<file path="config.mk">
export PLATFORM = sky130hd
export DESIGN_NAME = wordgate_pipe
export DESIGN_NICKNAME = d
export VERILOG_FILES = /design/src/rtl/wordgate_pkg.sv /design/src/rtl/wordgate_stage.sv /design/src/rtl/wordgate_pipe.sv
export SDC_FILE = /design/constraint.sdc
export NUM_CORES = 1
export LEC_CHECK = 0
export CAP_MARGIN = 20
export CORE_ASPECT_RATIO = 0.6
export CORE_UTILIZATION = 55
export CTS_CLUSTER_SIZE = 10
export DETAILED_ROUTE_END_ITERATION = 8
export PLACE_DENSITY_LB_ADDON = 0.2
export SYNTH_ARGS = -nofsm -noshare
export SYNTH_HDL_FRONTEND = slang
export SYNTH_HIERARCHICAL = 1
export SYNTH_SLANG_ARGS = --single-unit
</file>
<file path="constraint.sdc">
create_clock -name clk -period 9.4 [get_ports clk]
set_input_delay 2.35 -clock clk [delete_from_list [all_inputs] [get_ports clk]]
set_output_delay 2.35 -clock clk [all_outputs]
set_load 0.01 [all_outputs]
</file>
<file path="src/rtl/wordgate_pkg.sv">
// Shared op-code constants and payload sizing for the wordgate pipeline.
// Payload = result word plus carry, zero and op_err sideband bits.
package wordgate_pkg;

    localparam logic [2:0] OP_PASS = 3'd0;
    localparam logic [2:0] OP_XOR  = 3'd1;
    localparam logic [2:0] OP_AND  = 3'd2;
    localparam logic [2:0] OP_OR   = 3'd3;
    localparam logic [2:0] OP_NEG  = 3'd4;

    localparam int SIDEBAND_W = 3;

    function automatic int payload_width(input int width);
        return width + SIDEBAND_W;
    endfunction

endpackage

</file>
<file path="src/rtl/wordgate_stage.sv">
// One elastic register slice: holds a valid flag and a payload, passes
// backpressure upstream as ready = ~valid | downstream ready.
module wordgate_stage #(
    parameter int PAYLOAD_W = 20
) (
    input  logic                 clk,
    input  logic                 rst,
    input  logic                 in_valid,
    output logic                 in_ready,
    input  logic [PAYLOAD_W-1:0] in_payload,
    output logic                 out_valid,
    input  logic                 out_ready,
    output logic [PAYLOAD_W-1:0] out_payload
);

    logic                 valid_q, valid_d;
    logic [PAYLOAD_W-1:0] payload_q, payload_d;

    assign in_ready    = ~valid_q | out_ready;
    assign out_valid   = valid_q;
    assign out_payload = payload_q;

    always_comb begin
        valid_d   = valid_q;
        payload_d = payload_q;
        if (in_ready) begin
            valid_d = in_valid;
            // NOTE: payload only loads on a real transfer, so idle (possibly X) inputs never reach out.
            if (in_valid) begin
                payload_d = in_payload;
            end
        end
    end

    // NOTE: non-blocking assignments keep every stage sampling pre-edge values of its neighbour.
    always_ff @(posedge clk) begin
        if (rst) begin
            valid_q   <= 1'b0;
            payload_q <= '0;
        end else begin
            valid_q   <= valid_d;
            payload_q <= payload_d;
        end
    end

endmodule

</file>
<file path="src/rtl/wordgate_pipe.sv">
// Word gate: applies a broadcast control bit to an operand (PASS/XOR/AND/OR/NEG)
// and carries the result plus sidebands through a STAGES-deep elastic pipeline.
module wordgate_pipe
    import wordgate_pkg::*;
#(
    parameter int WIDTH  = 17,
    parameter int STAGES = 2
) (
    input  logic             clk,
    input  logic             rst,
    input  logic             in_valid,
    output logic             in_ready,
    input  logic [WIDTH-1:0] in,
    input  logic             gate_bit,
    input  logic [2:0]       op,
    output logic             out_valid,
    input  logic             out_ready,
    output logic [WIDTH-1:0] out,
    output logic             carry_out,
    output logic             zero,
    output logic             op_err
);

    localparam int PAYLOAD_W = payload_width(WIDTH);

    typedef struct packed {
        logic [WIDTH-1:0] data;
        logic             carry;
        logic             zero;
        logic             op_err;
    } payload_t;

    payload_t         fn_result;
    logic [WIDTH-1:0] neg_sum;
    logic             neg_carry;

    always_comb begin
        // Carry of ~in + 1 is set only when in is all zeros.
        {neg_carry, neg_sum} = {1'b0, ~in} + {{WIDTH{1'b0}}, 1'b1};
        fn_result            = '0;
        fn_result.data       = in;
        case (op)
            OP_PASS: ;
            OP_XOR:  fn_result.data = in ^ {WIDTH{gate_bit}};
            OP_AND:  fn_result.data = in & {WIDTH{gate_bit}};
            OP_OR:   fn_result.data = in | {WIDTH{gate_bit}};
            OP_NEG: begin
                if (gate_bit) begin
                    fn_result.data  = neg_sum;
                    fn_result.carry = neg_carry;
                end
            end
            default: fn_result.op_err = 1'b1;
        endcase
        fn_result.zero = (fn_result.data == '0);
    end

    logic     valid_c   [STAGES+1];
    logic     ready_c   [STAGES+1];
    payload_t payload_c [STAGES+1];

    assign valid_c[0]      = in_valid;
    assign payload_c[0]    = fn_result;
    assign in_ready        = ready_c[0];
    assign ready_c[STAGES] = out_ready;

    for (genvar k = 0; k < STAGES; k++) begin : g_stage
        wordgate_stage #(
            .PAYLOAD_W (PAYLOAD_W)
        ) u_stage (
            .clk         (clk),
            .rst         (rst),
            .in_valid    (valid_c[k]),
            .in_ready    (ready_c[k]),
            .in_payload  (payload_c[k]),
            .out_valid   (valid_c[k+1]),
            .out_ready   (ready_c[k+1]),
            .out_payload (payload_c[k+1])
        );
    end

    assign out_valid = valid_c[STAGES];
    assign out       = payload_c[STAGES].data;
    assign carry_out = payload_c[STAGES].carry;
    assign zero      = payload_c[STAGES].zero;
    assign op_err    = payload_c[STAGES].op_err;

endmodule

</file>
==> flow_metrics.tcl <==
set metrics [dict create \
    viasPerCell 6.08 \
    async_reset_ff_share_pct 0 \
    dieArea_um2 7060 \
    dr.pass1.iters 4 \
    stdcell_area_um2 4190 \
    cp_cell_sequence "clkdlybuf4s50_1 -> nand2b_4 -> nand2b_4 -> clkdlybuf4s50_1" \
    crit_fanout 42 \
    cts.htree.levels 2 \
    dp_hpwl_um 5790 \
    min_path_type "reg -> reg" \
    wl_per_cell_um 16.0 \
    yosys_warnings 6 \
    yosysSeqAreaShare_pct 22.7 \
    clockPowerShare_pct 30.9 \
    drv_cap 0 \
    setup_tns_ps 0 \
    slowest_delay_ps 620 \
    antenna_found_initial 0 \
    ys_ff_latch 42 \
    powerDensity_nw_per_um2 107 \
    fillers 541 \
    period_share_pct 71.0 \
    leakage_nw 1.60 \
    required_ps 7050 \
    cts_tree "done" \
    p_int_uw 319 \
    clock_insertion_delay_worst_skew_ps 290 \
    critPathKind "in -> out" \
    reg2reg_depth 4 \
    p_comb_share_pct 26.8 \
    drc 0 \
    setup_violations 0 \
    peakVddDrop_mv 0.0943 \
    clkTransAtPathRegs_ps 80 \
    grt_max_degree 43 \
    netlist_instances 421 \
    nNetsFinal 502 \
    cts-resized-gates 0 \
    die_y_um 65.5 \
    slew_headroom_pct 40.9 \
    rows 22 \
    grt-ovfl-total 0 \
    track_usage_pct 25.6 \
    syn-cell-area_um2 3700 \
    port_buffers 46 \
    place.gp.congestion 0.855 \
    root_buffer "clkbuf_8" \
    ys_types 61 \
    grt_pass1_wl_um 14500 \
    cts_setup_buffers 0 \
    switching_power_uw 131 \
    drtAntennaViolNets 0 \
    synth_edf_count 0 \
    cts_sinks 42 \
    grt_pass1_vias 2983 \
    area_growth_pct 13.4 \
    drt_iter0_drc 214 \
    hold_viol_final 0 \
    hold_path_depth 2 \
    pin_count 47 \
    die_x_um 108 \
    worst_setup_path_start_kind "primary input" \
    syn_avg_cell_area_um2 8.78 \
    place_area_um2 4070 \
    synth_flop_cell "dfxtp_1" \
    slowest_stage "clkdlybuf4s50_1" \
    rsz0062_at_grt "false" \
    drive_above_1_share_pct 15.3 \
    switching_share_pct 29.2 \
    clockBufferDepth 2 \
    syn_nets 481 \
    antenna_cells 0 \
    core_area_um2 6300 \
    wirelength_um 8430 \
    clock_skew_ps 6.11 \
    setup.worst_path.end_class "output pin" \
    status "finished clean" \
    fmax_mhz 150 \
    seqPwrFrac_pct 42.3 \
    hold_buffers 0 \
    cp.arrival_ps 4330 \
    initial_core_util_pct 58.6 \
    worst_pin_slew_ps 884 \
    vias 3202 \
    slew_viol_final 0 \
    period_needed_ps 6680 \
    cts_made_buffers 5 \
]
[per-layer routing]
layer / up-vias / share of wire, % / track usage (%)
li1: 1582 / - / -
met1: 1529 / 51 / 37.3
met2: 82 / 43 / 38.5
met3: 9 / 5.2 / 5.75
met4: 0 / 0.65 / 4.45
met5: - / 0 / 0
[synth_stat cells, drive strengths merged (6+ instances only)]
master | number | share of area [%]
a211oi | 9 | 1.8
a21bo | 40 | 11
a21oi | 49 | 10
buf | 31 | 5.5
clkbuf | 7 | 0.71
dfxtp | 42 | 23
ha | 35 | 12
inv | 32 | 3.2
mux4 | 7 | 4.5
nand2 | 18 | 1.8
nand3 | 44 | 6.0
nor2 | 20 | 2.0
nor3 | 6 | 0.81
o21ai | 10 | 1.4
[sequential cells by signal, summed over array words and instances (netlist names)]
| register | cells |
|---|---|
| g_stage.u_stage/out_payload | 40 |
| g_stage.u_stage/out_valid | 2 |
[placed cells by master, fill, tap and decap left out, types with 3 or more instances in the layout]
cell type,count
a21oi_1,13
xnor2_1,5
a221oi_1,3
nor2_1,20
o21a_1,4
inv_1,32
ha_1,35
nand3_1,44
a31oi_1,3
dfxtp_1,42
a21oi_2,36
nor3b_1,4
a211oi_1,9
clkbuf_8,5
nand4_1,5
o21ai_0,10
a21bo_1,38
nor4_1,3
clkdlybuf4s50_1,45
nand2_1,18
o22ai_1,4
buf_4,5
mux4_2,5
nor3_1,6
[logic make-up (layout without fill, tap and decap cells)]
logic type	count (synthesis)	after routing	synth area share, %
simple gates	119	119	18.2
fa+ha+maj	35	35	11.8
mux	8	8	4.74
buf+inv	70	92	9.45
flops	42	42	22.7
compound gates	142	142	31.8
xor+xnor	5	5	1.18
[area by class of cell]
cell class | count | area (µm²) | area share (%)
Clock buffer | 7 | 76.3 | 1.82
Clock inverter | 1 | 30.0 | 0.716
Sequential cell | 42 | 841 | 20.1
Tap cell | 84 | 105 | 2.51
Inverter | 32 | 120 | 2.87
Timing Repair Buffer | 52 | 513 | 12.2
Multi-Input combinational cell | 309 | 2510 | 59.8
[final timing paths]
kind	start	endpoint	slack (ps)
min	g_stage[0].u_stage/out_payload[16]	g_stage[1].u_stage/out_payload[16]	480
max reg2reg	g_stage[1].u_stage/out_valid	g_stage[0].u_stage/out_payload[7]	7800
min reg2reg	g_stage[0].u_stage/out_payload[16]	g_stage[1].u_stage/out_payload[16]	480
max	out_ready	in_ready	2720
[critical path, delay by kind of cell]
kind                   cells  cell delay (ps)
and+or+nand+nor            2              890
buffers and inverters      2             1070
[metrics by stage]
step	total power, mW	instances	util [%]	hold WS (ps)	setup slack, ps
3_5_place_dp	0.312	518	64.5	472	2740
3_3_place_gp	0.308	518	64.5	462	2760
4_1_cts	0.450	526	66.2	483	2730
6_report	0.450	527	66.5	481	2720
5_1_grt	0.476	527	66.5	519	2580
2_1_floorplan	0.276	421	-	432	3880
[power groups by stage]
stage	combinational (mW)	sequential (mW)	clock, mW
2_1_floorplan	0.0820	0.194	0
3_3_place_gp	0.114	0.194	0
3_5_place_dp	0.118	0.194	0
4_1_cts	0.119	0.190	0.141
5_1_grt	0.133	0.191	0.151
6_report	0.120	0.190	0.139
Power figures use the tool's default switching activity.
